==> src/rtl/stage_wb_if.sv <==
// Bundle between the MEM/WB stage and its neighbours.
// The slave modport is the write-back stage. The master modport is whoever
// drives the MEM-side inputs and consumes the register-file write port.
interface stage_wb_if;
    logic        Stall_in;
    logic        Flush_in;
    logic        Valid_in_WB;
    logic        RegWrite_in_WB;
    logic        MemtoReg_in_WB;
    logic        JAL_in_WB;
    logic        LoadUnsigned_in_WB;
    logic [1:0]  size_in_WB;
    logic [31:0] ALUResult_in_WB;
    logic [31:0] MemData_in_WB;
    logic [31:0] PCAddResult_in_WB;
    logic [4:0]  WriteRegister_in_WB;
    logic [4:0]  rs_ID;
    logic [4:0]  rt_ID;

    logic        RegWrite_out_WB;
    logic [4:0]  WriteRegister_out_WB;
    logic [31:0] WriteData_out_WB;
    logic        FwdA_WB;
    logic        FwdB_WB;
    logic [31:0] RetireCount_WB;

    modport slave (
        input  Stall_in, Flush_in, Valid_in_WB, RegWrite_in_WB, MemtoReg_in_WB,
               JAL_in_WB, LoadUnsigned_in_WB, size_in_WB, ALUResult_in_WB,
               MemData_in_WB, PCAddResult_in_WB, WriteRegister_in_WB, rs_ID, rt_ID,
        output RegWrite_out_WB, WriteRegister_out_WB, WriteData_out_WB,
               FwdA_WB, FwdB_WB, RetireCount_WB
    );

    modport master (
        output Stall_in, Flush_in, Valid_in_WB, RegWrite_in_WB, MemtoReg_in_WB,
               JAL_in_WB, LoadUnsigned_in_WB, size_in_WB, ALUResult_in_WB,
               MemData_in_WB, PCAddResult_in_WB, WriteRegister_in_WB, rs_ID, rt_ID,
        input  RegWrite_out_WB, WriteRegister_out_WB, WriteData_out_WB,
               FwdA_WB, FwdB_WB, RetireCount_WB
    );
endinterface

==> src/rtl/stage_wb.sv <==
// MIPS write-back stage: MEM/WB pipeline register, sub-word load extraction,
// JAL link resolution to $31, register-file write port, same-cycle bypass
// flags for decode and a retired-instruction counter.
module stage_wb (
    input  logic       Clk_in,
    input  logic       Rst_n_in,
    stage_wb_if.slave  wb
);

    logic        valid_q;
    logic        regwrite_q;
    logic        memtoreg_q;
    logic        jal_q;
    logic        uns_q;
    logic [1:0]  size_q;
    logic [31:0] alu_q;
    logic [31:0] mem_q;
    logic [31:0] pc4_q;
    logic [4:0]  dest_q;
    logic [31:0] retire_q;
    logic [31:0] retire_d;

    logic        load_en;
    logic [7:0]  byte_sel;
    logic [15:0] half_sel;
    logic [31:0] load_data;
    logic [4:0]  eff_dest;
    logic [31:0] wr_data;
    logic        wr_en;

    // A new entry is accepted only when neither flushed nor stalled.
    assign load_en = !wb.Flush_in && !wb.Stall_in;

    // MEM/WB register: flush beats stall; a flush only needs to kill the write.
    always_ff @(posedge Clk_in or negedge Rst_n_in) begin
        if (!Rst_n_in) begin
            valid_q    <= 1'b0;
            regwrite_q <= 1'b0;
            memtoreg_q <= 1'b0;
            jal_q      <= 1'b0;
            uns_q      <= 1'b0;
            size_q     <= 2'b00;
            alu_q      <= 32'h0;
            mem_q      <= 32'h0;
            pc4_q      <= 32'h0;
            dest_q     <= 5'd0;
        end else if (wb.Flush_in) begin
            valid_q    <= 1'b0;
            regwrite_q <= 1'b0;
            jal_q      <= 1'b0;
        end else if (!wb.Stall_in) begin
            valid_q    <= wb.Valid_in_WB;
            regwrite_q <= wb.RegWrite_in_WB;
            memtoreg_q <= wb.MemtoReg_in_WB;
            jal_q      <= wb.JAL_in_WB;
            uns_q      <= wb.LoadUnsigned_in_WB;
            size_q     <= wb.size_in_WB;
            alu_q      <= wb.ALUResult_in_WB;
            mem_q      <= wb.MemData_in_WB;
            pc4_q      <= wb.PCAddResult_in_WB;
            dest_q     <= wb.WriteRegister_in_WB;
        end
    end

    // Retire count advances for every real instruction entering WB; wraps naturally.
    assign retire_d = (load_en && wb.Valid_in_WB) ? retire_q + 32'd1 : retire_q;

    // Retired-instruction counter register.
    always_ff @(posedge Clk_in or negedge Rst_n_in) begin
        if (!Rst_n_in) begin
            retire_q <= 32'h0;
        end else begin
            retire_q <= retire_d;
        end
    end

    // Little-endian lane extraction, then sign/zero extension by access size.
    always_comb begin
        byte_sel  = 8'h00;
        load_data = mem_q;
        case (alu_q[1:0])
            2'd0:    byte_sel = mem_q[7:0];
            2'd1:    byte_sel = mem_q[15:8];
            2'd2:    byte_sel = mem_q[23:16];
            default: byte_sel = mem_q[31:24];
        endcase
        half_sel = alu_q[1] ? mem_q[31:16] : mem_q[15:0];
        case (size_q)
            2'b01:   load_data = uns_q ? {16'h0, half_sel} : {{16{half_sel[15]}}, half_sel};
            2'b10:   load_data = uns_q ? {24'h0, byte_sel} : {{24{byte_sel[7]}}, byte_sel};
            default: load_data = mem_q;
        endcase
    end

    // JAL overrides both destination and data; $0 is never written.
    assign eff_dest = jal_q ? 5'd31 : dest_q;
    assign wr_data  = jal_q ? pc4_q : (memtoreg_q ? load_data : alu_q);
    assign wr_en    = valid_q && (regwrite_q || jal_q) && (eff_dest != 5'd0);

    assign wb.RegWrite_out_WB      = wr_en;
    assign wb.WriteRegister_out_WB = eff_dest;
    assign wb.WriteData_out_WB     = wr_data;
    assign wb.FwdA_WB              = wr_en && (wb.rs_ID == eff_dest);
    assign wb.FwdB_WB              = wr_en && (wb.rt_ID == eff_dest);
    assign wb.RetireCount_WB       = retire_q;

endmodule

==> src/flat_wrapper.sv <==
// flat-port wrapper written by rule: the top's interface ports become plain ports
module stage_wb_flat 
  (Clk_in, Rst_n_in, wb_Stall_in, wb_Flush_in, wb_Valid_in_WB, wb_RegWrite_in_WB, wb_MemtoReg_in_WB, wb_JAL_in_WB, wb_LoadUnsigned_in_WB, wb_size_in_WB, wb_ALUResult_in_WB, wb_MemData_in_WB, wb_PCAddResult_in_WB, wb_WriteRegister_in_WB, wb_rs_ID, wb_rt_ID, wb_RegWrite_out_WB, wb_WriteRegister_out_WB, wb_WriteData_out_WB, wb_FwdA_WB, wb_FwdB_WB, wb_RetireCount_WB);
  stage_wb_if wb_i ();
  input  logic Clk_in;
  input  logic Rst_n_in;
  input wire logic [$bits(wb_i.Stall_in)-1:0] wb_Stall_in;
  input wire logic [$bits(wb_i.Flush_in)-1:0] wb_Flush_in;
  input wire logic [$bits(wb_i.Valid_in_WB)-1:0] wb_Valid_in_WB;
  input wire logic [$bits(wb_i.RegWrite_in_WB)-1:0] wb_RegWrite_in_WB;
  input wire logic [$bits(wb_i.MemtoReg_in_WB)-1:0] wb_MemtoReg_in_WB;
  input wire logic [$bits(wb_i.JAL_in_WB)-1:0] wb_JAL_in_WB;
  input wire logic [$bits(wb_i.LoadUnsigned_in_WB)-1:0] wb_LoadUnsigned_in_WB;
  input wire logic [$bits(wb_i.size_in_WB)-1:0] wb_size_in_WB;
  input wire logic [$bits(wb_i.ALUResult_in_WB)-1:0] wb_ALUResult_in_WB;
  input wire logic [$bits(wb_i.MemData_in_WB)-1:0] wb_MemData_in_WB;
  input wire logic [$bits(wb_i.PCAddResult_in_WB)-1:0] wb_PCAddResult_in_WB;
  input wire logic [$bits(wb_i.WriteRegister_in_WB)-1:0] wb_WriteRegister_in_WB;
  input wire logic [$bits(wb_i.rs_ID)-1:0] wb_rs_ID;
  input wire logic [$bits(wb_i.rt_ID)-1:0] wb_rt_ID;
  output wire logic [$bits(wb_i.RegWrite_out_WB)-1:0] wb_RegWrite_out_WB;
  output wire logic [$bits(wb_i.WriteRegister_out_WB)-1:0] wb_WriteRegister_out_WB;
  output wire logic [$bits(wb_i.WriteData_out_WB)-1:0] wb_WriteData_out_WB;
  output wire logic [$bits(wb_i.FwdA_WB)-1:0] wb_FwdA_WB;
  output wire logic [$bits(wb_i.FwdB_WB)-1:0] wb_FwdB_WB;
  output wire logic [$bits(wb_i.RetireCount_WB)-1:0] wb_RetireCount_WB;
  assign wb_i.Stall_in = wb_Stall_in;
  assign wb_i.Flush_in = wb_Flush_in;
  assign wb_i.Valid_in_WB = wb_Valid_in_WB;
  assign wb_i.RegWrite_in_WB = wb_RegWrite_in_WB;
  assign wb_i.MemtoReg_in_WB = wb_MemtoReg_in_WB;
  assign wb_i.JAL_in_WB = wb_JAL_in_WB;
  assign wb_i.LoadUnsigned_in_WB = wb_LoadUnsigned_in_WB;
  assign wb_i.size_in_WB = wb_size_in_WB;
  assign wb_i.ALUResult_in_WB = wb_ALUResult_in_WB;
  assign wb_i.MemData_in_WB = wb_MemData_in_WB;
  assign wb_i.PCAddResult_in_WB = wb_PCAddResult_in_WB;
  assign wb_i.WriteRegister_in_WB = wb_WriteRegister_in_WB;
  assign wb_i.rs_ID = wb_rs_ID;
  assign wb_i.rt_ID = wb_rt_ID;
  assign wb_RegWrite_out_WB = wb_i.RegWrite_out_WB;
  assign wb_WriteRegister_out_WB = wb_i.WriteRegister_out_WB;
  assign wb_WriteData_out_WB = wb_i.WriteData_out_WB;
  assign wb_FwdA_WB = wb_i.FwdA_WB;
  assign wb_FwdB_WB = wb_i.FwdB_WB;
  assign wb_RetireCount_WB = wb_i.RetireCount_WB;
  stage_wb u_core (.Clk_in(Clk_in), .Rst_n_in(Rst_n_in), .wb(wb_i));
endmodule
==> config.mk <==
export PLATFORM = sky130hd
export DESIGN_NAME = stage_wb_flat
export DESIGN_NICKNAME = d
export VERILOG_FILES = /design/src/rtl/stage_wb_if.sv /design/src/rtl/stage_wb.sv /design/src/flat_wrapper.sv
export SDC_FILE = /design/constraint.sdc
export NUM_CORES = 1
export LEC_CHECK = 0
export BUFFER_PORTS_ARGS = -buffer_cell sky130_fd_sc_hd__buf_4
export CORE_MARGIN = 4
export CORE_UTILIZATION = 56
export CTS_CLUSTER_SIZE = 25
export DETAILED_ROUTE_END_ITERATION = 6
export HOLD_SLACK_MARGIN = 0.08
export PLACE_DENSITY_LB_ADDON = 0.12
export SLEW_MARGIN = 10
export SYNTH_ARGS = -nofsm -noshare
export SYNTH_HDL_FRONTEND = slang
export SYNTH_SLANG_ARGS = --single-unit
==> constraint.sdc <==
create_clock -name Clk_in -period 4.1 [get_ports Clk_in]
set_input_delay 0.82 -clock Clk_in [delete_from_list [all_inputs] [get_ports Clk_in]]
set_output_delay 0.82 -clock Clk_in [all_outputs]
set_load 0.05 [all_outputs]
Word-level counts from Yosys, hierarchy flattened
Index checks and enable logic that the tools add are counted.
W data, S select, Z words.
{"block": "word_totals", "ff_bits": 140, "out_inout_bits": 72, "word_cells": 47, "input_bits": 122}
{"block": "op_classes", "muxes": 14, "n_eq_ne": 7, "n_addsub": 1, "n_reduce_logical": 12, "bitwise": 2}
{"cell": "$mux W32", "n": 4}
{"cell": "$pmux W32 S2", "n": 1}
{"cell": "$add A32 B1 Y32 const B", "n": 1}
{"cell": "$pmux W8 S3", "n": 1}
{"cell": "$mux W16", "n": 1}
{"cell": "$eq A5 B5 Y1", "n": 2}
{"cell": "$logic_and A1 B1 Y1", "n": 6}
{"cell": "$mux W1", "n": 6}
{"cell": "$mux W5", "n": 1}
{"cell": "$reduce_bool A5 Y1", "n": 1}
{"cell": "$eq A2 B1 Y1 const B", "n": 2}
{"cell": "$eq A2 B2 Y1 const B", "n": 2}
{"cell": "$logic_not A1 Y1", "n": 2}
{"cell": "$logic_not A2 Y1", "n": 1}
{"cell": "$ne A2 B1 Y1 const B", "n": 1}
{"cell": "$not A1 Y1", "n": 2}
{"cell": "$reduce_and A2 Y1", "n": 1}
{"cell": "$logic_or A1 B1 Y1", "n": 1}

Longest topological paths before layout
Gate-level depths: netlist of the first run.
{"block": "logic_depth", "depth_word": 6, "depth_mapped": 9, "mapped_depth_nobuf": 7}

Worst setup path before layout of the first run
OpenSTA, ideal clock, no wires.
{"block": "synth_path", "kind": "input port to output port", "from": "input port wb_rs_ID[4]", "to": "output port wb_FwdA_WB", "t_required_ns": 3.280, "arrival_time_ns": 2.567, "slack_ns": 0.713, "n_path_buf": 0, "stages": 3, "path_cell_list": "xor2_1 -> nand3_1 -> nor4_1"}
{"block": "synth_between", "elab_chain_cells": 2}
{"item": "from (decl)", "line_no": "flat_wrapper.sv:19", "source": "input wire logic [$bits(wb_i.rs_ID)-1:0] wb_rs_ID;"}
{"item": "$eq A5 B5 Y1", "line_no": "stage_wb.sv:103", "source": "assign wb.FwdA_WB = wr_en && (wb.rs_ID == eff_dest);"}
{"item": "$logic_and A1 B1 Y1", "line_no": "stage_wb.sv:103"}
{"item": "to (decl)", "line_no": "flat_wrapper.sv:24", "source": "output wire logic [$bits(wb_i.FwdA_WB)-1:0] wb_FwdA_WB;"}
No other way between the ends.

Worst setup path in the final report of the first run
{"block": "layout_path", "from": "register u_core.size_q[0]", "to": "output port wb_WriteData_out_WB[19]"}
{"block": "layout_between", "elab_chain_cells": 4, "word_cells_on_any_way": 5}
{"item": "from (decl)", "line_no": "stage_wb.sv:15", "source": "logic [1:0] size_q;"}
{"item": "from (signal assigned)", "line_no": "stage_wb.sv:57", "source": "size_q <= wb.size_in_WB;"}
{"item": "$eq A2 B2 Y1 or $eq A2 B1 Y1 (tied branches)", "line_no": "stage_wb.sv:88", "source": "case (size_q)"}
{"item": "$pmux W32 S2 *", "line_no": "stage_wb.sv:88"}
{"item": "$mux W32 * (2 in series)", "line_no": "stage_wb.sv:97", "source": "assign wr_data = jal_q ? pc4_q : (memtoreg_q ? load_data : alu_q);"}
{"item": "to (decl)", "line_no": "flat_wrapper.sv:23", "source": "output wire logic [$bits(wb_i.WriteData_out_WB)-1:0] wb_WriteData_out_WB;"}
Mark *: on every way between the ends. The rest lies on a longest branch, timed or not.

==> results list, run 1 <==
- CTS clock-pin slew for the worst setup and hold paths: 0.06 ns
* Cts bufs inserted: 17
- The worst setup path is captured at an output pin.
* Yosys warning count: 0
- Yosys cell types: 45
* Die Footprint: around 0.014 mm2
* Clock share of power: 0.360
- In the global route stage, overall resource usage came out at 0.264.
- Logic gate share of total power: 0.282
* Core ar.: 0.0116 mm2
- Of all cell types, the one taking the most synthesized area is sky130_fd_sc_hd__dfrtp_1.
- Last weighted congestion value of the routability-driven placer: about 0.92
* Run status: finished clean
- Number of H-tree levels: 4
- For this block, the routed nets add up to 17900 um of wire.
- Die width: 118 um
* Clock latency reported for the late side of the worst-skew pair: 0.42 ns
- Register-to-register path setup slack: 1.88 ns
- The critical path is of the flop to output pin type.
* Post-layout instance count excluding filler cells: 925
- Half-perimeter wire length after placement: 13200 um
- The synthesized design contains 0 enable-type register cells.
- Relative to the synthesized area, the layout overhead comes to 33.1%.
- Count of instances resized after the clock tree is built: 0
* Setup repair bufs after CTS: 0
* Net count, final: around 890
* Power per standard cell area: 532 mW/mm2
- Standby leakage power: 4.21 nW
- In this run the critical register-to-register path is launched from u_core.wb.RetireCount_WB[0]$_DFFE_PN0P_.
- The synthesized design contains 140 register bits.
- Before antenna repair, the detailed router went through 5 iterations.
- Data on the critical path is required at its endpoint by 3.28 ns.
- a little under 200 I/O pins were placed.
- Hold violation count in the final report: 0
- Max Fanout on Critical Path: 16
- Tightest Pin Transition: 1.12 ns
* Final setup violation count: 0
* Switching share of power: 0.321
- Cell area after technology mapping: 0.00676 mm2
- Hold_buf cts: 0
* Internal power component: 3.25 mW
* Endpoint of the worst register-to-register path: u_core.wb.RetireCount_WB[24]$_DFFE_PN0P_
- R2R depth: 6
* Placed Instances: 893
- ANT cells: 0
- Final total negative setup slack: 0 ns
* Clock Sink Count: 140
- Via count of the first global-routing pass: 5594
* Final standard cell utilization of the core: 0.774
* Wire length of the first global-routing pass: approximately 29000 um
- DRC violation count after routing: 0
- Averaged over all synthesized cells, the footprint is 11.6 um2.
- Placement Rows: 39
* Violation count after the first detailed-route iteration: 486
* Setup repair after global routing missed its margin: false
- Starting density of the core: 0.582
- Critical Path Source Type: flop
- Average vias per placed instance: 5.80
- In this run the deepest clock path goes through 2 buffers.
* Pin count of the biggest net entering global routing: 70
- For this run, the leading register cell type out of synthesis is sky130_fd_sc_hd__dfrtp_1.
- Based on the critical path, the design can be clocked at up to 0.265 GHz.
* Die Y-Extent: ~120 um
* Maxcap violations: 0
- Worst Path Arrival: around 3 ns
- Worst setup skew after layout: 0.00549 ns
* Main area contributors after synthesis: sky130_fd_sc_hd__dfrtp_1, sky130_fd_sc_hd__mux2_2, sky130_fd_sc_hd__xnor2_1
- Final Slew Violations: 0
- The routed layout has around 5400 vias.
* Number of antenna violations at the first check in global routing: 0
- In this run the remaining antenna-violating nets after routing total 0.
- Synthesis produced a netlist with a net count of 709.
- In the synthesized netlist the async set-or-reset flop fraction comes to 1.00.
- Of the cells placed in the final design, the portion with a size suffix greater than 1 is 0.448.
- Ratio of final minimum period to clock period: 0.919
- Root cell of the clock tree: sky130_fd_sc_hd__clkbuf_16
- Worst slew slack as a fraction of its limit: 0.251
- Classification of the worst-slack hold path: primary input to asynchronous set/reset pin
- Buffers placed on the I/O ports in this run total slightly below 200.
- Of the post-synthesis cell area, the dominant cell type holds 0.519.
- Total overflow reported by the global router: 0
- After layout, the minimum clock period comes to 3.77 ns.
* Sequential power share: 0.359
- VDD sags by at most 0.000421 V.
* Post-synthesis instance total: 584
- CTS tree: built
- Sequential element share of the synthesized area: 0.519
* Average wire per standard cell: 19.3 um
- Total power: 4.78 mW
* Switching power of the nets: ~1.5 mW
==> metal layers <==
| layer | up-vias | GRT usage | wire length [um] |
|---|---|---|---|
| met5 | - | 0 | 0 |
| met4 | 0 | 0.0864 | 331 |
| met3 | 24 | 0.0899 | 1370 |
| met2 | 226 | 0.428 | 8720 |
| met1 | 2648 | 0.335 | 7430 |
| li1 | 2469 | - | - |
==> how the worst max path moves through the flow <==
stage	from	end	depth (start not counted)
after floorplan	wb_rs_ID[4]	wb_FwdA_WB	3
after global placement	u_core.size_q[0]$_DFFE_PN0P_	wb_WriteData_out_WB[31]	8
after detailed placement	u_core.size_q[0]$_DFFE_PN0P_	wb_WriteData_out_WB[30]	8
after global routing	u_core.size_q[0]$_DFFE_PN0P_	wb_WriteData_out_WB[20]	8
final	u_core.size_q[0]$_DFFE_PN0P_	wb_WriteData_out_WB[19]	8
after CTS	u_core.size_q[0]$_DFFE_PN0P_	wb_WriteData_out_WB[19]	8
==> logic make-up (layout without fill, tap and decap cells) <==
logic type / count (synthesis) / after routing / synth area share
flip-flops: 140 / 140 / 0.519
AND/OR/NAND/NOR: 125 / 125 / 0.0995
multiplexers: 114 / 114 / 0.189
AO/OA/AOI/OAI: 111 / 111 / 0.104
buffers and inverters: 50 / 248 / 0.0302
XOR/XNOR: 41 / 41 / 0.0532
adder cells (fa/ha/maj): 3 / 3 / 0.00556
==> registers in the layout (all words and copies together), names as in the netlist <==
register                  count
u_core.alu_q                 32
u_core.dest_q                 5
u_core.jal_q                  1
u_core.mem_q                 32
u_core.memtoreg_q             1
u_core.pc4_q                 32
u_core.regwrite_q             1
u_core.size_q                 2
u_core.uns_q                  1
u_core.valid_q                1
u_core.wb.RetireCount_WB     32
==> cells in the mapped netlist (2+ instances only) <==
library cell                  n
sky130_fd_sc_hd__xnor2_1     31
sky130_fd_sc_hd__a22oi_1      9
sky130_fd_sc_hd__inv_1       12
sky130_fd_sc_hd__and3_1      20
sky130_fd_sc_hd__nor2b_1      2
sky130_fd_sc_hd__buf_1        4
sky130_fd_sc_hd__clkbuf_1    30
sky130_fd_sc_hd__dfrtp_1    140
sky130_fd_sc_hd__nand4_1     10
sky130_fd_sc_hd__nand3_1     12
sky130_fd_sc_hd__ha_1         3
sky130_fd_sc_hd__buf_6        2
sky130_fd_sc_hd__a21oi_1     45
sky130_fd_sc_hd__a2bb2oi_1   16
sky130_fd_sc_hd__o22ai_1     13
sky130_fd_sc_hd__a22o_1       6
sky130_fd_sc_hd__nor2_1      34
sky130_fd_sc_hd__and4_1       3
sky130_fd_sc_hd__mux2i_1      3
sky130_fd_sc_hd__nand2_1     24
sky130_fd_sc_hd__xor2_1      10
sky130_fd_sc_hd__nand2b_1     6
sky130_fd_sc_hd__mux2_2     111
sky130_fd_sc_hd__o21ai_0     14
sky130_fd_sc_hd__nor3_1       2
sky130_fd_sc_hd__nor4_1       3
==> critical path, stage by stage (launching register included) <==
cell and delay (ns):
sky130_fd_sc_hd__dfrtp_1 0.36, sky130_fd_sc_hd__inv_1 0.06, sky130_fd_sc_hd__ha_1 0.23, sky130_fd_sc_hd__and2_1 0.27, sky130_fd_sc_hd__o21ai_0 0.22, sky130_fd_sc_hd__a211oi_1 0.10
sky130_fd_sc_hd__nor2_1 0.84, sky130_fd_sc_hd__a2bb2oi_1 0.20, sky130_fd_sc_hd__buf_4 0.24
==> power groups by stage <==
stage,Sequential (mW),Combinational [mW],Clock [mW]
2_1_floorplan,1.76,0.852,0
3_3_place_gp,1.73,1.31,0
3_5_place_dp,1.73,1.34,0
4_1_cts,1.71,1.35,1.74
5_1_grt,1.74,1.43,1.81
6_report,1.72,1.35,1.72
==> through the flow <==
| step | hold WS (ns) | setup slack, ns | area [um2] |
|---|---|---|---|
| 2_1_floorplan | 0.481 | 0.713 | 6760 |
| 3_3_place_gp | 0.462 | 0.957 | 8330 |
| 3_5_place_dp | 0.468 | 0.743 | 8330 |
| 4_1_cts | 0.415 | 0.338 | 8990 |
| 5_1_grt | 0.422 | 0.113 | 8990 |
| 6_report | 0.383 | 0.332 | 8990 |
==> cells in the final DEF, fill, tap and decap left out, types with 2 or more instances in the layout <==
master and count:
sky130_fd_sc_hd__buf_4 201, sky130_fd_sc_hd__dfrtp_1 140, sky130_fd_sc_hd__mux2_2 111, sky130_fd_sc_hd__a21oi_1 45, sky130_fd_sc_hd__nor2_1 33, sky130_fd_sc_hd__xnor2_1 31, sky130_fd_sc_hd__nand2_1 24, sky130_fd_sc_hd__and3_1 20
sky130_fd_sc_hd__clkbuf_16 17, sky130_fd_sc_hd__a2bb2oi_1 16, sky130_fd_sc_hd__o21ai_0 14, sky130_fd_sc_hd__o22ai_1 13, sky130_fd_sc_hd__inv_1 12, sky130_fd_sc_hd__nand3_1 12, sky130_fd_sc_hd__xor2_1 10, sky130_fd_sc_hd__nand4_1 10
sky130_fd_sc_hd__a22oi_1 9, sky130_fd_sc_hd__nand2b_1 6, sky130_fd_sc_hd__a22o_1 6, sky130_fd_sc_hd__bufinv_16 6, sky130_fd_sc_hd__nor4_1 3, sky130_fd_sc_hd__and4_1 3, sky130_fd_sc_hd__mux2i_1 3, sky130_fd_sc_hd__ha_1 3
sky130_fd_sc_hd__clkinvlp_4 3, sky130_fd_sc_hd__clkinv_2 3, sky130_fd_sc_hd__nor2b_1 2, sky130_fd_sc_hd__nor3_1 2, sky130_fd_sc_hd__clkbuf_1 2
==> layout make-up <==
type / instances / area [um2]
sequential: 140 / 3500
multi-input combinational: 394 / 3060
inverter: 13 / 48.8
tap: 143 / 179
clock buffer: 20 / 447
clock inverter: 12 / 218
timing repair buffer: 203 / 1540
fill: 796 / 2620
Power figures use the tool's default switching activity.
==> run 2, diff against run 1 <==
- ABC_AREA: default -> 1
- CORE_UTILIZATION: 56 -> 58
- TNS_END_PERCENT: default -> 20
==> run 2 against run 1 <==
- critical path depth decreased by 1
- synthesized area grew 10%
- largest power group unchanged
- non-clock buffer count is 3 lower
- the flow now finishes with violations (DRC)
- sequential share of layout area fell by 2.6 points
- wire length is 22% higher
- utilization fell by 1.2 points
==> results list, run 2 <==
* Final WS setup: 0.453 ns (was 0.332 ns)
- Maxcap violations: 0 (unchanged)
- Length of the first detailed-routing pass in iterations: 7 (was 5)
- Run status: finished, violations left (was finished clean)
- Required time of the critical path: 3.28 ns (about the same)
- The internal power came to 3.01 mW (was 3.25 mW).
* Most frequent cells in the layout: sky130_fd_sc_hd__nand2_1, sky130_fd_sc_hd__buf_4, sky130_fd_sc_hd__dfrtp_1, sky130_fd_sc_hd__o21ai_0, sky130_fd_sc_hd__nor2_1 (was sky130_fd_sc_hd__buf_4, sky130_fd_sc_hd__dfrtp_1, sky130_fd_sc_hd__mux2_2, sky130_fd_sc_hd__a21oi_1, sky130_fd_sc_hd__nor2_1)
- Final setup violation count: 0 (unchanged)
- The top flip-flop cell by instance count after synthesis is sky130_fd_sc_hd__dfrtp_1 (unchanged).
* Wire length of the first global-routing pass: 34400 um (was 29100 um)
* Switching share of power: 0.349 (was 0.321)
- The cell area power density is 480 mW/mm2 (was 532 mW/mm2).
- The filler cell count is 1010 (was 796).
* Critical Path Source Type: flop (unchanged)
- Final standard cell utilization of the core: 0.763 (was 0.774)
- Worst Path Arrival: 2.83 ns (was 2.95 ns)
- Die Footprint: 0.0147 mm2 (was 0.0139 mm2)
- Post-place setup slack: 0.987 ns (was 0.743 ns)
- The most instantiated library cell after synthesis is sky130_fd_sc_hd__nand2_1 (was sky130_fd_sc_hd__dfrtp_1).
- The number of distinct library cells after synthesis is 30 (was 45).
* Clock Sink Count: 140 (unchanged)
- The number of global-route vias before repair was 7014 (was 5594).
- Half-perimeter wire length after placement: 15000 um (was 13200 um)
- The post-cts resize count was 0 (unchanged).
* Average vias per placed instance: 5.36 (was 5.80)
* Critical path endpoint category: output pin (unchanged)
- The netlist area before placement was 0.00746 mm2 (was 0.00676 mm2).
- Number of H-tree levels: 4 (unchanged)
* VDD IR max: 0.000408 V (was 0.000421 V)
* Root cell of the clock tree: sky130_fd_sc_hd__clkbuf_16 (unchanged)
- Die Y-Extent: 121 um (was 118 um)
- Post-Syn Area per Cell: 7.22 um2 (was 11.6 um2)
- Worst slew slack as a fraction of its limit: 0.337 (was 0.251)
- The count of boundary I/O pins came to 194 (unchanged).
- The global route total overflow is 0 (unchanged).
- The detailed-route wire length was 21700 um (was 17900 um).
- The number of port buffers was 193 (unchanged).
- The area occupied by registers came to 0.00350 mm2 (unchanged).
* Number of synthesized register bits: 140 (unchanged)
* Clock share of power: 0.363 (was 0.360)
* Setup repair after global routing missed its margin: false (unchanged)
* Share of layout cells above drive strength 1: 0.204 (was 0.448)
* Final Slew Violations: 0 (unchanged)
- The number of antenna violations at the first check in global routing was 0 (unchanged).
- The count of flip-flops with a built-in enable after synthesis came to 0 (unchanged).
* Average wire per standard cell: 15.6 um (was 19.3 um)
- Crit Path Category: flop to output pin (unchanged)
* Classification of the worst-slack hold path: primary input to asynchronous set/reset pin (unchanged)
- Most common cell after layout, fill and taps aside: sky130_fd_sc_hd__nand2_1 (was sky130_fd_sc_hd__buf_4)
- The aggregate global-route resource usage is 0.295 (was 0.264).
- Area growth from synthesis to layout: 29.0% (was 33.1%)
- Cts bufs inserted: 17 (unchanged)
- Core ar.: 0.0126 mm2 (was 0.0116 mm2)
- Placement Rows: 41 (was 39)
- The largest fanout of any net on the critical path is 23 (was 16).
- Main area contributors after synthesis: sky130_fd_sc_hd__dfrtp_1, sky130_fd_sc_hd__nand2_1, sky130_fd_sc_hd__o21ai_0 (was sky130_fd_sc_hd__dfrtp_1, sky130_fd_sc_hd__mux2_2, sky130_fd_sc_hd__xnor2_1)
- DRC violation count after routing: 17 (was 0)
- Placed Instances: 1358 (was 893)
- The number of standard cells in the layout, taps in and fillers out is 1390 (was 925).
- The layout net count is 1330 (was 894).
* Standby leakage power: 5.02 nW (was 4.21 nW)
- The final setup TNS came to 0 ns (unchanged).
- The x dimension of the die came to 121 um (was 118 um).
- The yosys synthesis warning count was 0 (unchanged).
- The number of buffers inserted by post-CTS setup repair came to 0 (unchanged).
- The area fraction of the dominant cell type after synthesis was 0.469 (was 0.519).
* Last weighted congestion value of the routability-driven placer: 0.911 (was 0.915)
- Biggest area consumer among synthesized cells: sky130_fd_sc_hd__dfrtp_1 (unchanged)
- The share of total power in sequential cells is 0.364 (was 0.359).
* Via count of the routed design: 7456 (was 5367)
- The number of nets in the synthesized netlist was 1158 (was 709).
- The share of synthesized flip-flops with an asynchronous set or reset was 1.00 (unchanged).
* Buffer depth of the longest clock path: 2 (unchanged)
* CTS clock-pin slew for the worst setup and hold paths: 0.06 ns (about the same)
* Tightest Pin Transition: 0.993 ns (was 1.12 ns)
- The count of hold-fix buffers inserted at cts came to 0 (unchanged).
- The area used by multi-input combinational logic came to 0.00346 mm2 (was 0.00306 mm2).
- The final hold violation count came to 0 (unchanged).
* Logic gate share of total power: 0.273 (was 0.282)
- Top post-synthesis cells by count: sky130_fd_sc_hd__nand2_1, sky130_fd_sc_hd__dfrtp_1, sky130_fd_sc_hd__o21ai_0 (was sky130_fd_sc_hd__dfrtp_1, sky130_fd_sc_hd__mux2_2, sky130_fd_sc_hd__a21oi_1)
- The share of synthesized area occupied by flip-flops and latches was 0.469 (was 0.519).
- Pin count of the biggest net entering global routing: 160 (was 70)
* Violation count after the first detailed-route iteration: 673 (was 486)
* Antenna-violating nets left: 0 (unchanged)
- Clock latency reported for the late side of the worst-skew pair: 0.43 ns (was 0.42 ns)
- Violations in the final reports: DRC
- The antenna diode count is 0 (unchanged).
* FMAX: 0.274 GHz (was 0.265 GHz)
- Worst setup skew after layout: 0.00760 ns (was 0.00549 ns)
- The post-route clock period utilization came to 0.890 (was 0.919).
- The clock tree from TritonCTS is built (unchanged).
- Starting density of the core: 0.591 (was 0.582)
* Switching power of the nets: 1.61 mW (was 1.54 mW)
- Post-synthesis instance total: 1033 (was 584)
- The post-route minimum period was 3.65 ns (was 3.77 ns).
[run 2: changes by cell type in the layout (fill, tap and decap cells not counted), moves of 29 or more]
| cell | before | now |
|---|---|---|
| sky130_fd_sc_hd__nand2_1 | 24 | 440 |
| sky130_fd_sc_hd__o21ai_0 | 14 | 84 |
| sky130_fd_sc_hd__nor2_1 | 33 | 82 |
| sky130_fd_sc_hd__mux2_2 | 111 | 0 |
| sky130_fd_sc_hd__inv_1 | 12 | 73 |
| sky130_fd_sc_hd__a21oi_1 | 45 | 74 |
[run 2: worst paths after layout]
path	depth (start not counted)	start	slack (ns)	end
max	7	u_core.size_q[0]$_DFFE_PN0P_	0.45	wb_WriteData_out_WB[19]
min in group Clk_in	2	u_core.pc4_q[22]$_DFFE_PN0P_	0.47	u_core.pc4_q[22]$_DFFE_PN0P_
min reg2reg	2	u_core.pc4_q[22]$_DFFE_PN0P_	0.47	u_core.pc4_q[22]$_DFFE_PN0P_
min	1	Rst_n_in	0.43	u_core.alu_q[3]$_DFFE_PN0P_
max reg2reg	8	u_core.wb.RetireCount_WB[0]$_DFFE_PN0P_	2.36	u_core.wb.RetireCount_WB[16]$_DFFE_PN0P_
max in group asynchronous	2	Rst_n_in	2.86	u_core.wb.RetireCount_WB[0]$_DFFE_PN0P_
[run 2: layout make-up]
cell class                 instances  share of cell area
tap                              172              0.0224
clock inverter                    12              0.0189
sequential                       140               0.364
timing repair buffer             200               0.159
inverter                          75              0.0293
multi-input combinational        771               0.359
clock buffer                      20              0.0475
[run 2: logic make-up (layout without fill, tap and decap cells)]
family | Yosys count | in the layout | share of synthesized area
flip-flops | 140 | 140 | 0.469
buffers and inverters | 122 | 307 | 0.0676
AO/OA/AOI/OAI | 174 | 174 | 0.123
adder cells (fa/ha/maj) | 3 | 3 | 0.00503
AND/OR/NAND/NOR | 569 | 569 | 0.306
XOR/XNOR | 25 | 25 | 0.0293
[run 2: stage by stage]
stage,instance area [um2],hold slack (ns),total power [mW]
after floorplan,7460,0.442,2.51
final,9620,0.432,4.62
after CTS,9620,0.475,4.62
after global placement,8990,0.455,2.92
after detailed placement,8990,0.459,2.94
after global routing,9620,0.488,4.80
[run 2: routing by layer]
layer	wire [um]	track usage
met1	9190	0.397
met2	10100	0.464
met3	1900	0.0783
met4	508	0.103
met5	0	0
[run 2: worst max-delay path, cell delays in order (launching register included)]
cell and delay, ns:
sky130_fd_sc_hd__dfrtp_1 0.35, sky130_fd_sc_hd__inv_1 0.06, sky130_fd_sc_hd__ha_1 0.67, sky130_fd_sc_hd__nand2_1 0.10
sky130_fd_sc_hd__inv_1 0.60, sky130_fd_sc_hd__a21oi_1 0.17, sky130_fd_sc_hd__a21oi_1 0.21, sky130_fd_sc_hd__buf_4 0.23
[run 2: power groups by stage]
stage               Combinational [mW]  Clock (mW)  Sequential (mW)
floorplan                        0.772           0             1.73
global placement                  1.23           0             1.69
global route                      1.37        1.74             1.69
finish                            1.26        1.68             1.68
detailed placement                1.25           0             1.69
CTS                               1.26        1.69             1.67
==> run 3, diff against run 2 <==
- PLACE_DENSITY: default -> 0.85
- PLACE_DENSITY_LB_ADDON: 0.12 -> default
==> run 3 against run 2 <==
- the run now ends clean
- global-route usage is 0.96 points higher
- worst setup slack better by 0.12 ns
- clock skew is 0.0016 ns higher
- die area stayed put
- via count is 0.90% higher
- sequential cell count stayed put
- clock-buffer cell count is 2 lower
- register-to-register slack worse by 0.22 ns
- critical path type unchanged
- critical endpoint is now wb_WriteData_out_WB[24]
- largest power group unchanged
==> results list, run 3 (same netlist as run 2, synthesis figures left out) <==
- Run status: finished clean (was finished, violations left)
- CTS clock-pin slew for the worst setup and hold paths: 0.06 ns (about the same)
- The slowest stage cell on the critical path is sky130_fd_sc_hd__ha_1 (unchanged).
- The total number of placement rows came to 41 (unchanged).
* Cts bufs inserted: 17 (unchanged)
* Most common cell after layout, fill and taps aside: sky130_fd_sc_hd__nand2_1 (unchanged)
- The post-detailed-route count of antenna-violating nets is 0 (unchanged).
- Root cell of the clock tree: sky130_fd_sc_hd__clkbuf_16 (unchanged)
- The wire length per cell after detailed routing was 15.9 um (was 15.6 um).
* Most frequent cells in the layout: sky130_fd_sc_hd__nand2_1, sky130_fd_sc_hd__buf_4, sky130_fd_sc_hd__dfrtp_1, sky130_fd_sc_hd__o21ai_0, sky130_fd_sc_hd__nor2_1 (unchanged)
- The core box area was 0.0126 mm2 (unchanged).
- Final setup violation count: 0 (unchanged)
* Share of layout cells above drive strength 1: 0.206 (was 0.204)
- The critical register-to-register path endpoint was u_core.memtoreg_q$_DFFE_PN0P_ (was u_core.wb.RetireCount_WB[16]$_DFFE_PN0P_).
* Crit Path Category: flop to output pin (unchanged)
- The number of cells on the worst reg-to-reg path was 3 (was 8).
* I/O pin cnt: 194 (unchanged)
- Final min period: 3.53 ns (was 3.65 ns)
- The critical path depth came to 8 (was 7).
- Placed Instances: 1361 (was 1358)
- The signal arrival time at the worst endpoint was 2.71 ns (was 2.83 ns).
* ANT cells: 0 (unchanged)
* Register-to-register path setup slack: 2.14 ns (was 2.36 ns)
- FMAX: 0.283 GHz (was 0.274 GHz)
* Die Footprint: 0.0147 mm2 (unchanged)
- The global route total overflow came to 0 (unchanged).
- Total routing resource utilization after global routing: 0.305 (was 0.295)
* Worst setup skew after layout: 0.00920 ns (was 0.00760 ns)
- The via count of the routed design came to 7523 (was 7456).
* Number of antenna violations at the first check in global routing: 0 (unchanged)
* Area growth from synthesis to layout: 28.3% (was 29.0%)
- The pin slew with the least headroom to its limit came to 0.955 ns (was 0.993 ns).
- The worst hold path terminates at u_core.pc4_q[24]$_DFFE_PN0P_.
- The count of hold-fix buffers inserted at cts was 0 (unchanged).
- The max-slew violation total from the final report is 0 (unchanged).
- Port Buf Inserts: 193 (unchanged)
- Worst slew slack as a fraction of its limit: 0.362 (was 0.337)
* DRC violation count after routing: 0 (was 17)
* Maxcap violations: 0 (unchanged)
- CTS tree: built (unchanged)
- The layout net count came to 1333 (was 1330).
- Critical path endpoint category: output pin (unchanged)
- The later-pin clock latency in the skew report came to 0.42 ns (was 0.43 ns).
- Hold depth: 2
- The number of DRC violations after detailed-routing iteration 0 came to 807 (was 673).
* Standby leakage power: 5.00 nW (was 5.02 nW)
- Starting density of the core: 0.591 (unchanged)
* Post-layout instance count excluding filler cells: 1393 (was 1390)
- Required time of the critical path: 3.28 ns (about the same)
- The pin count of the biggest net entering global routing was 101 (was 160).
- HP Start: u_core.pc4_q[24]$_DFFE_PN0P_
- The weighted congestion at the end of routability-driven global placement was 0.909 (was 0.911).
* Half-perimeter wire length after placement: 15600 um (was 15000 um)
* CP peak stage delay: 0.70 ns (was 0.67 ns)
* Average vias per placed instance: 5.40 (was 5.36)
- Via count of the first global-routing pass: 7199 (was 7014)
- Max Fanout on Critical Path: 21 (was 23)
- The clock tree buffer depth was 2 (unchanged).
* Setup repair bufs after CTS: 0 (unchanged)
- Critical Path Source Type: flop (unchanged)
- The startpoint of the most critical register-to-register path was u_core.memtoreg_q$_DFFE_PN0P_ (was u_core.wb.RetireCount_WB[0]$_DFFE_PN0P_).
- The cell area power density is 469 mW/mm2 (was 480 mW/mm2).
- The post-route clock period utilization was 0.861 (was 0.890).
* Classification of the worst-slack hold path: flop to flop (was primary input to asynchronous set/reset pin)
- The detailed-route wire length came to 22200 um (was 21700 um).
* Top Family by Delay on Critical Path: buffers and inverters (unchanged)
- The worst supply voltage drop on vdd is 0.000439 V (was 0.000408 V).
- Die width: 121 um (unchanged)
* CP bufs+invs: 4 (was 3)
- The maximum level of the CTS H-tree is 4 (unchanged).
- Clock Sink Count: 140 (unchanged)
* Count of instances resized after the clock tree is built: 0 (unchanged)
* Setup repair after global routing missed its margin: false (unchanged)
- Final total negative setup slack: 0 ns (unchanged)
* Hold violation count in the final report: 0 (unchanged)
* Count of fill cells added during filler insertion: 981 (was 1010)
- Length of the first detailed-routing pass in iterations: 5 (was 7)
- The die outline height came to 121 um (unchanged).
- Wire length of the first global-routing pass: 35300 um (was 34400 um)
* Cell breakdown of the critical path: inv_1, ha_1, nand2_1, inv_1, buf_4, a21oi_1, a21oi_1, buf_4 (was inv_1, ha_1, nand2_1, inv_1, a21oi_1, a21oi_1, buf_4)
==> run 3: changes by cell type in the layout (fill, tap and decap cells not counted), sizes merged <==
cell      previous run  this run
inv                 79        82
clkinv               3         2
clkinvlp             1         3
bufinv               4         2
buf                200       203
clkbuf              20        18
==> run 3: metrics by stage <==
step	util	hold slack (ns)	power (mW)	instance area, um2	setup WS (ns)
after detailed placement	0.712	0.460	2.95	8980	1.05
final	0.759	0.472	4.49	9580	0.570
after floorplan	-	0.442	2.51	7460	1.18
after global placement	0.712	0.455	2.93	8980	1.16
after global routing	0.759	0.488	4.67	9580	0.417
after CTS	0.759	0.475	4.49	9580	0.614
==> run 3: layout make-up <==
cell class	count	area [um2]	area share
inverters	75	282	0.0294
well taps	172	215	0.0225
clock inverters	14	154	0.0161
clock buffers	18	439	0.0459
multi-input cells	771	3460	0.361
flip-flops and latches	140	3500	0.366
repair buffers	203	1530	0.160
==> run 3: tightest hold or removal path, delay by kind of cell (launching register included) <==
family | cells | cell delay (ns)
and+or+nand+nor | 2 | 0.09
DFF | 1 | 0.34
==> run 3: metal layers <==
layer	track usage	wire [um]	share of wire
met4	0.109	584	0.026
met3	0.0695	1960	0.088
met2	0.481	10500	0.47
met1	0.415	9170	0.41
met5	0	0	0
==> run 3: power breakdown <==
part	switching [mW]	internal (mW)	total (mW)
Combinational	0.849	0.409	1.26
Sequential	0.146	1.54	1.69
Clock	0.622	0.922	1.54
Total	1.62	2.87	4.49
==> run 3: worst max-delay path by stage <==
| stage | startpoint | to | slack, ns |
|---|---|---|---|
| floorplan | wb_rs_ID[2] | wb_FwdA_WB | 1.18 |
| global placement | u_core.size_q[0]$_DFFE_PN0P_ | wb_WriteData_out_WB[0] | 1.16 |
| finish | u_core.size_q[0]$_DFFE_PN0P_ | wb_WriteData_out_WB[24] | 0.57 |
| detailed placement | u_core.size_q[0]$_DFFE_PN0P_ | wb_WriteData_out_WB[29] | 1.05 |
| global route | u_core.size_q[0]$_DFFE_PN0P_ | wb_WriteData_out_WB[0] | 0.42 |
| CTS | u_core.size_q[0]$_DFFE_PN0P_ | wb_WriteData_out_WB[29] | 0.61 |
